$ cat config.mk
export PLATFORM = sky130hd
export DESIGN_NAME = det_event_counter
export DESIGN_NICKNAME = d
export VERILOG_FILES = /design/src/rtl/det_event_counter.sv
export SDC_FILE = /design/constraint.sdc
export NUM_CORES = 1
export LEC_CHECK = 0
export ABC_AREA = 1
export CORE_UTILIZATION = 50
export DETAILED_ROUTE_END_ITERATION = 16
export HOLD_SLACK_MARGIN = 0.06
export PLACE_DENSITY = 0.75
export RECOVER_POWER = 50
export SYNTH_ARGS = -nofsm -noshare
export SYNTH_HDL_FRONTEND = slang
export SYNTH_SLANG_ARGS = --single-unit
$ cat constraint.sdc
create_clock -name clk -period 3.05 [get_ports clk]
set_input_delay 0.4575 -clock clk [delete_from_list [all_inputs] [get_ports clk]]
set_output_delay 0.4575 -clock clk [all_outputs]
set_load 0.02 [all_outputs]
$ cat src/rtl/det_event_counter.sv
// Windowed counter of 101-detector matches with a valid/ready report port.
// Optional build macro EVT_IRQ_EN adds the in-window threshold interrupt.
module det_event_counter #(
   parameter int unsigned CNT_W   = 8,
   parameter int unsigned WIN_LEN = 16,
   parameter int unsigned THRESH  = 4
) (
   input  logic             clk,
   input  logic             rst_n,
   input  logic             det_in,
   input  logic             clr,
   output logic             rpt_valid,
   input  logic             rpt_ready,
   output logic [CNT_W-1:0] rpt_count,
   output logic             rpt_drop,
   output logic             irq
);

   localparam int unsigned      WIN_W    = $clog2(WIN_LEN);
   localparam logic [WIN_W-1:0] WIN_LAST = WIN_W'(WIN_LEN - 1);
   localparam logic [CNT_W-1:0] CNT_MAX  = '1;

   if (CNT_W < 2 || WIN_LEN < 2 || THRESH < 1 || THRESH >= (1 << CNT_W)) begin : g_bad_param
      $error("det_event_counter: illegal parameter combination");
   end

   typedef enum logic {
      S_IDLE = 1'b0,
      S_HOLD = 1'b1
   } state_t;

   logic             r_det_q;
   logic [WIN_W-1:0] r_win_cnt;
   logic [CNT_W-1:0] r_evt_cnt;
   state_t           r_state;
   state_t           w_state_nxt;
   logic             r_rpt_valid;
   logic [CNT_W-1:0] r_rpt_count;
   logic             r_rpt_drop;

   logic             w_evt;
   logic             w_win_end;
   logic [CNT_W-1:0] w_snap;
   logic             w_load;
   logic             w_drop_set;

   // A run of high det_in yields a single event on its first cycle
   assign w_evt     = det_in & ~r_det_q;
   assign w_win_end = (r_win_cnt == WIN_LAST);
   assign w_snap    = (w_evt && (r_evt_cnt != CNT_MAX)) ? r_evt_cnt + CNT_W'(1) : r_evt_cnt;

   // Report FSM next-state and load/drop decisions
   always_comb begin
      w_state_nxt = r_state;
      w_load      = 1'b0;
      w_drop_set  = 1'b0;
      if (clr) begin
         w_state_nxt = S_IDLE;
      end else begin
         case (r_state)
            S_IDLE: begin
               if (w_win_end) begin
                  w_state_nxt = S_HOLD;
                  w_load      = 1'b1;
               end
            end
            S_HOLD: begin
               if (w_win_end) begin
                  if (rpt_ready) begin
                     w_load = 1'b1;
                  end else begin
                     w_drop_set = 1'b1;
                  end
               end else if (rpt_ready) begin
                  w_state_nxt = S_IDLE;
               end
            end
            default: w_state_nxt = S_IDLE;
         endcase
      end
   end

   always_ff @(posedge clk or negedge rst_n) begin
      if (!rst_n) begin
         r_state     <= S_IDLE;
         r_rpt_valid <= 1'b0;
      end else begin
         r_state     <= w_state_nxt;
         r_rpt_valid <= (w_state_nxt == S_HOLD);
      end
   end

   // det_q keeps tracking through clr so a held-high input is not recounted
   always_ff @(posedge clk or negedge rst_n) begin
      if (!rst_n) begin
         r_det_q     <= 1'b0;
         r_win_cnt   <= '0;
         r_evt_cnt   <= '0;
         r_rpt_count <= '0;
         r_rpt_drop  <= 1'b0;
      end else begin
         r_det_q <= det_in;
         if (clr) begin
            r_win_cnt  <= '0;
            r_evt_cnt  <= '0;
            r_rpt_drop <= 1'b0;
         end else begin
            if (w_win_end) begin
               r_win_cnt <= '0;
               r_evt_cnt <= '0;
            end else begin
               r_win_cnt <= r_win_cnt + WIN_W'(1);
               r_evt_cnt <= w_snap;
            end
            if (w_load) begin
               r_rpt_count <= w_snap;
            end
            if (w_drop_set) begin
               r_rpt_drop <= 1'b1;
            end
         end
      end
   end

   assign rpt_valid = r_rpt_valid;
   assign rpt_count = r_rpt_count;
   assign rpt_drop  = r_rpt_drop;

`ifdef EVT_IRQ_EN
   localparam logic [CNT_W-1:0] THR_M1 = CNT_W'(THRESH - 1);

   logic r_irq;

   // The count rises monotonically inside a window, so the crossing happens at most once
   always_ff @(posedge clk or negedge rst_n) begin
      if (!rst_n) begin
         r_irq <= 1'b0;
      end else begin
         r_irq <= ~clr & w_evt & (r_evt_cnt == THR_M1);
      end
   end

   assign irq = r_irq;
`else
   assign irq = 1'b0;
`endif

endmodule

# Yosys cells after proc, flatten, opt, wreduce, memory -nomap -nowiden
# Cells that the tools add are included.
# op_classes
add_sub_neg	2
eq_ne	2
mux	19
n_bitwise	4
n_reduce_logical	3
# ops
op	count
$mux W8	3
$mux W1	12
$add A8 B1 Y8 const B	1
$mux W4	2
$ne A8 B8 Y1 const B	1
$add A4 B1 Y4 const B	1
$eq A4 B4 Y1 const B	1
$pmux W1 S2	2
$not A1 Y1	3
$reduce_and A2 Y1	1
$reduce_bool A2 Y1	1
$and A1 B1 Y1	1
$logic_and A1 B1 Y1	1
# word_totals
reg_bits	23
in_bits	5
out_inout_bits	11
elab_cells	36

# Longest topological paths before layout
# Gate-level depths: netlist of the first run.
# logic_depth
ltp_word	6
ltp_mapped	9

# Worst setup path after synthesis of the first run
# Ideal clock, no wire load.
# synth_path
path_type	reg2reg
from	register r_evt_cnt[0]
to	register r_rpt_count[5] (netlist: rpt_count[5])
t_arrival_ns	1.184
required_ns	2.932
slack_ns	1.748
stages_incl_launch_ff	9
synth_period_minus_slack_ns	1.302
path_cell_list	dfrtp_1 -> ha_1 -> nand2_1 -> nor2_1 -> nand2_2 -> buf_6 -> nand4_1 -> nand3_1 -> nand2_1
# synth_between
elab_chain_len	3
elab_cells_between_ends	4
classes_between	add/sub: 1; eq/ne: 1; mux: 1; reduce/logical: 1
# synth_rtl
element	line_no	rtl
from (decl)	34	logic [CNT_W-1:0] r_evt_cnt;
from (signal assigned)	113	r_evt_cnt <= w_snap;
branches (longest 2 deep; another with $add A8 B1 Y8)	n/a	
$mux W8 *	50	assign w_snap = (w_evt && (r_evt_cnt != CNT_MAX)) ? r_evt_cnt + CNT_W'(1) : r_evt_cnt;
to (signal assigned)	116	r_rpt_count <= w_snap;
to (decl)	38	logic [CNT_W-1:0] r_rpt_count;
# Every way passes the cells marked *.
# A chain may end at the register's enable or synchronous reset.

# Worst setup path in the final report of the first run
# layout_path
from	register r_rpt_count[5] (netlist: rpt_count[5])
to	output port rpt_count[5]
# layout_rtl
element	line_no	rtl
to (decl)	14	output logic [CNT_W-1:0] rpt_count,
# No word-level cell between the ends.

==> impl_metrics.csv, run 1 <==
group,metric,value,unit
synth,fraction_of_the_yosys_area_taken_by_sequential_cells,0.5215,
sta,fmax,569.7,MHz
critical_path,cp_data_required_time,2590,ps
synth,postSynthRegisterBits,23,
pwr,power,507.6,uW
cells_and_area,diodes,0,
synth,yosys.area.top_type_share,0.5215,
cts,holdBufCountCts,0,
cts,cts_root_buffer,"clkbuf_4",
cells_and_area,fillerInstances,181,
critical_path,worstSetupEndpointType,"output pin",
cts,clk_transition_reported_paths,120,ps
pwr,power_leakage,0.6173,nW
min_path,hold_class,"reg -> reg",
global_route,antenna_violations_before_repair,0,
sta,rsz0062_at_grt,"no",
critical_path,critical-path-max-stage-delay,600,ps
placement,place.detailed.hpwl,1552,um
global_route,track_usage,0.1931,
cells_and_area,layout_utilization,0.6275,
cells_and_area,layout.nets,150,
critical_path,crit_type,"reg -> out",
synth,synthesis.yosys.warnings,0,
global_route,grt-ovfl-total,0,
synth,netlist_top_cells_area,"dfrtp_1 (52%), nand2_1 (11%), nor2_1 (5.8%), nand3_1 (5.4%), inv_1 (4.4%)",
cts,clockBufferDepth,2,
synth,netlist_instances,127,
route,detail_route.wirelength,1965,um
critical_path,startpoint_type,"flop",
sta,fin_crit,1755,ps
cts,cts.htree.levels,1,
flow_run,timing.max_cap.violations,0,
critical_path,critical_path_peak_fanout,2,
pwr,power.density,400.1,nW/um^2
status,result_of_the_run,"finished, final reports clean",
cts,cts_repair_resize_count,0,
cts,clock-sinks,23,
critical_path,critical-path-slowest-cell,"clkdlybuf4s50_1",
synth,yosys-top-cells-count,"nand2_1 (32), dfrtp_1 (23), nor2_1 (17)",
sta,worst_margin_slew,986.8,ps
synth,netlist.top_cell.by_area,"dfrtp_1",
route,routed_wire_length_per_instance,11.63,um
sta,report.final.setup_viol,0,
cells_and_area,drive_gt1_frac,0.07746,
die,initial_core_util,0.5458,
synth,synth_enable_flop_cells,0,
placement,buffer_ports.inserted,14,
critical_path,cp_cell_sequence,"clkdlybuf4s50_1",
global_route,largest_net_degree_at_the_start_of_global_routing,24,
synth,synth.lib_cells_used.distinct,25,
critical_path,critPathTopFamily,"buffers and inverters",
cts,clock_insertion_delay_worst_skew,320,ps
route,drcViolationCount,0,
synth,postSynthAreaPerCell,8.689,um^2
critical_path,cp_num_buf_inv,1,
synth,ys_async_sr_fraction,1.000,
sta,timing_max_transition_violations_final,0,
die,ios,16,
global_route,grt_first_pass_wirelength,3581,um
sta,final-hold-violation-count,0,
placement,placer_s_final_routability_congestion_estimate,0.8434,
critical_path,worstPathArrival,1300,ps
die,die-area,2399,um^2
sta,slew_headroom,0.3400,
synth,mapped_area,1104,um^2
die,fp.dieW,48.98,um
cts,tritoncts,"built",
sta,skew_final,14.86,ps
cts,cts_buffers,3,
die,coreArea,2022,um^2
synth,synthMostInstantiatedCell,"nand2_1",
cts,postCtsSetupRepairBufs,0,
pwr,vdd_drop_max,0.3531,mV
die,die_h,48.98,um
global_route,number_of_global_route_vias_before_repair,851,
route,dr.pass1.iters,4,
synth,postSynthNetCount,134,
sta,timing.final.crit_share,0.5755,
route,dr_total_vias,852,
cells_and_area,area_growth_syn_to_layout,14.97,%
route,drt_iter0_drc,11,
route,viasPerCell,5.041,
route,drt.antenna.violating_nets,0,
die,core.rowCount,16,
sta,whs,465.0,ps
synth,synth-main-ff-cell,"dfrtp_1",
sta,final_total_negative_setup_slack,0,ps
flip-flops by register name, summed over array words and instances, names as in the netlist:
register / cells
r_evt_cnt: 8
rpt_count: 8
r_win_cnt: 4
r_det_q: 1
rpt_drop: 1
rpt_valid: 1
final cells by class:
type                            instances  area (um^2)  share of cell area
Tap cell                               27        33.78             0.02663
Sequential cell                        23        575.6              0.4536
Multi-Input combinational cell         86        436.7              0.3442
Timing Repair Buffer                   14        140.1              0.1105
Inverter                               15        56.30             0.04438
Clock buffer                            4        26.28             0.02071
through the flow:
stage / setup WS [ps] / instance area [um^2] / instances
finish: 1295 / 1269 / 169
global route: 1246 / 1269 / 169
CTS: 1287 / 1274 / 169
detailed placement: 1192 / 1247 / 165
global placement: 1240 / 1247 / 165
floorplan: 1748 / 1104 / 127
worst register-to-register path, cell delays in order, from the launching register on:
cell,delay [ps]
dfrtp_1,430
ha_1,220
nand2_1,160
nor2_1,70
nand2_2,180
nand2_1,100
nand2_1,70
nand2_1,70
o21ai_1,120
report_power, final:
part           switching, mW  leakage [nW]  total, mW  internal [mW]
logic                 0.0290         0.294     0.0487         0.0197
clock network         0.0861        0.0150      0.137         0.0512
registers            0.00694         0.309      0.322          0.315
total                  0.122         0.617      0.508          0.386
cell families (layout without fill, tap and decap cells):
family,count (synthesis),count (layout),share of synthesized area
and+or+nand+nor,73,73,0.3107
DFF,23,23,0.5215
buffers and inverters,18,33,0.07823
AOI/OAI and AO/OA,8,8,0.04762
adders and majority gates,2,2,0.02267
xor gates and xnor gates,2,2,0.01588
other,1,1,0.003398
worst paths after layout:
| path | from | to | cells past startpoint | slack (ps) |
|---|---|---|---|---|
| max in group asynchronous | rst_n | rpt_count[2] | 1 | 1710 |
| setup reg to reg | r_evt_cnt[0] | rpt_count[0] | 8 | 1580 |
| hold / removal | r_win_cnt[0] | r_win_cnt[0] | 1 | 470 |
| hold reg to reg | r_win_cnt[0] | r_win_cnt[0] | 1 | 470 |
| setup / recovery | rpt_count[5] | rpt_count[5] | 1 | 1290 |
| min in group asynchronous | rst_n | r_win_cnt[3] | 1 | 730 |
metal layers:
layer,part of all wire,track usage
met5,0,0
met4,0.021,0.08824
met3,0.015,0.01869
met2,0.50,0.3194
met1,0.46,0.2567
placed cells by master (no fill, tap or decap):
master,count
nand2_1,32
dfrtp_1,23
nor2_1,17
inv_1,13
nand3_1,13
clkdlybuf4s50_1,10
nand4_1,4
dlygate4sd3_1,4
clkbuf_4,3
a21o_1,2
nand2_2,2
a21oi_1,2
o21ai_2,2
o21ai_1,2
ha_1,2
xnor2_1,1
clkinv_1,1
nor2_4,1
nand3b_1,1
nand3b_2,1
xor2_1,1
nor3_1,1
nor3_4,1
inv_2,1
conb_1,1
clkbuf_1,1
Note: power is estimated with default switching activity, not from simulation.
==> run 2, diff against run 1 <==
--- a/config.mk
+++ b/config.mk
@@ -6,10 +6,10 @@
 export NUM_CORES = 1
 export LEC_CHECK = 0
 export ABC_AREA = 1
-export CORE_UTILIZATION = 50
+export CORE_UTILIZATION = 47
 export DETAILED_ROUTE_END_ITERATION = 16
 export HOLD_SLACK_MARGIN = 0.06
-export PLACE_DENSITY = 0.75
+export PLACE_DENSITY = 0.74
 export RECOVER_POWER = 50
 export SYNTH_ARGS = -nofsm -noshare
 export SYNTH_HDL_FRONTEND = slang
==> constraint.sdc (replaced) <==
create_clock -name clk -period 1.6 [get_ports clk]
set_input_delay 0.24 -clock clk [delete_from_list [all_inputs] [get_ports clk]]
set_output_delay 0.24 -clock clk [all_outputs]
set_load 0.02 [all_outputs]
==> impl_metrics.csv, run 2 (same netlist as run 1, synthesis figures left out) <==
group,metric,value,unit
status,result_of_the_run,"finished, final reports clean",
global_route,antenna_violations_before_repair,0,
cts,clk_transition_reported_paths,120,ps
cells_and_area,area_growth_syn_to_layout,16.78,%
sta,final-hold-violation-count,0,
cells_and_area,final_cells,173,
cts,postCtsSetupRepairBufs,0,
pwr,power.switching_fraction,0.2491,
route,dr_total_vias,873,
die,die_h,50.46,um
cts,cts_root_buffer,"clkbuf_4",
cts,cts_buffers,3,
pwr,cell_internal_pwr,736.5,uW
die,die-area,2546,um^2
global_route,grt-ovfl-total,0,
critical_path,cp_data_required_time,1360,ps
pwr,power_frac_comb,0.097,
placement,place.detailed.hpwl,1503,um
global_route,number_of_global_route_vias_before_repair,907,
cts,tritoncts,"built",
route,detail_route.wirelength,2062,um
cells_and_area,fillerInstances,205,
critical_path,worstPathArrival,1310,ps
critical_path,cp_num_buf_inv,1,
critical_path,critPathTopFamily,"buffers and inverters",
sta,timing_max_transition_violations_final,0,
cells_and_area,drive_gt1_frac,0.08966,
sta,fmax,643.6,MHz
pwr,power_leakage,0.6404,nW
critical_path,critical-path-max-stage-delay,610,ps
pwr,clock_power_share,0.278,
sta,whs,433.9,ps
cts,clock_insertion_delay_worst_skew,320,ps
cells_and_area,layout.nets,153,
placement,buffer_ports.inserted,14,
cts,cts_repair_resize_count,0,
cells_and_area,final_cell_mix,"nand2_1 (33), dfrtp_1 (23), nor2_1 (17), inv_1 (13), nand3_1 (13)",
cts,clock-sinks,23,
critical_path,cp_cell_sequence,"clkdlybuf4s50_1",
sta,skew_final,5.202,ps
critical_path,startpoint_type,"flop",
sta,fin_crit,1554,ps
global_route,track_usage,0.1943,
die,fp.dieW,50.46,um
die,initial_core_util,0.4989,
pwr,power.density,761.0,nW/um^2
route,viasPerCell,5.046,
route,drcViolationCount,0,
die,core.rowCount,17,
sta,slew_headroom,0.6189,
route,drt.antenna.violating_nets,0,
sta,worst_margin_slew,571.7,ps
critical_path,critical-path-slowest-cell,"clkdlybuf4s50_1",
pwr,power.net_switching,244.3,uW
critical_path,crit_type,"reg -> out",
cells_and_area,most_common_cell_after_layout_fill_and_taps_aside,"nand2_1",
flow_run,timing.max_cap.violations,0,
critical_path,critical_path_peak_fanout,2,
placement,placer_s_final_routability_congestion_estimate,0.8431,
pwr,share_seq_of_total_power,0.624,
die,ios,16,
sta,timing.final.crit_share,0.9711,
cells_and_area,layout_utilization,0.5826,
die,coreArea,2212,um^2
cts,clockBufferDepth,2,
route,dr.pass1.iters,4,
cts,holdBufCountCts,0,
cts,cts.htree.levels,1,
pwr,vdd_drop_max,0.5327,mV
sta,report.final.setup_viol,0,
placement,placed_area,1264,um^2
placement,numPlacedInstances,168,
route,routed_wire_length_per_instance,11.92,um
critical_path,worstSetupEndpointType,"output pin",
route,drt_iter0_drc,9,
global_route,largest_net_degree_at_the_start_of_global_routing,24,
global_route,grt_first_pass_wirelength,3650,um
cells_and_area,diodes,0,
cells_and_area,final_design_area_no_fill,1289,um^2
min_path,hold_class,"in -> async",
-- run 2: per-layer routing --
metal,track usage,vias to the layer above,share of wire
li1,-,435,-
met1,0.2075,419,0.44
met2,0.3489,12,0.51
met3,0.02121,7,0.021
met4,0.1435,0,0.031
met5,0,-,0
-- run 2: power by group through the flow --
stage               Combinational (mW)  Sequential [mW]  Clock, mW
detailed placement              0.0987            0.624          0
floorplan                       0.0402            0.632          0
CTS                             0.0992            0.613      0.279
global placement                0.0960            0.623          0
finish                          0.0952            0.612      0.273
global route                     0.108            0.615      0.290
-- run 2: path summary, 6_finish.rpt --
| check | start | to | slack, ps | cells after the start |
|---|---|---|---|---|
| worst min register to register | r_win_cnt[0] | r_win_cnt[0] | 470 | 1 |
| worst min-delay path | rst_n | r_evt_cnt[5] | 430 | 2 |
| worst max-delay path | rpt_count[7] | rpt_count[7] | 50 | 1 |
| worst max register to register | r_evt_cnt[0] | rpt_count[2] | 150 | 7 |
| max in group asynchronous | rst_n | rpt_count[7] | 790 | 2 |
| min in group clk | r_win_cnt[0] | r_win_cnt[0] | 470 | 1 |
-- run 2: layout make-up --
class                      count  area [um^2]  area share
tap                           28        35.03     0.02718
timing repair buffer          16        155.1      0.1204
sequential                    23        575.6      0.4466
clock buffer                   4        26.28     0.02039
inverter                      15        56.30     0.04369
multi-input combinational     87        440.4      0.3417
-- run 2: metrics by stage --
| stage | total power [mW] | setup TNS [ps] | worst slack (ps) |
|---|---|---|---|
| final | 0.9808 | 0 | 46.30 |
| after global routing | 1.013 | -59.84 | -18.52 |
| after CTS | 0.9907 | 0 | 20.94 |
| after detailed placement | 0.7227 | 0 | 36.00 |
| after global placement | 0.7190 | 0 | 99.13 |
| after floorplan | 0.6720 | 0 | 298.3 |
==> run 3, diff against run 2 <==
--- a/config.mk
+++ b/config.mk
@@ -11,6 +11,7 @@
 export HOLD_SLACK_MARGIN = 0.06
 export PLACE_DENSITY = 0.74
 export RECOVER_POWER = 50
+export SLEW_MARGIN = 20
 export SYNTH_ARGS = -nofsm -noshare
 export SYNTH_HDL_FRONTEND = slang
 export SYNTH_SLANG_ARGS = --single-unit
==> results of run 3 <==
Final layout, timing and power as in run 2 (identical DEF).
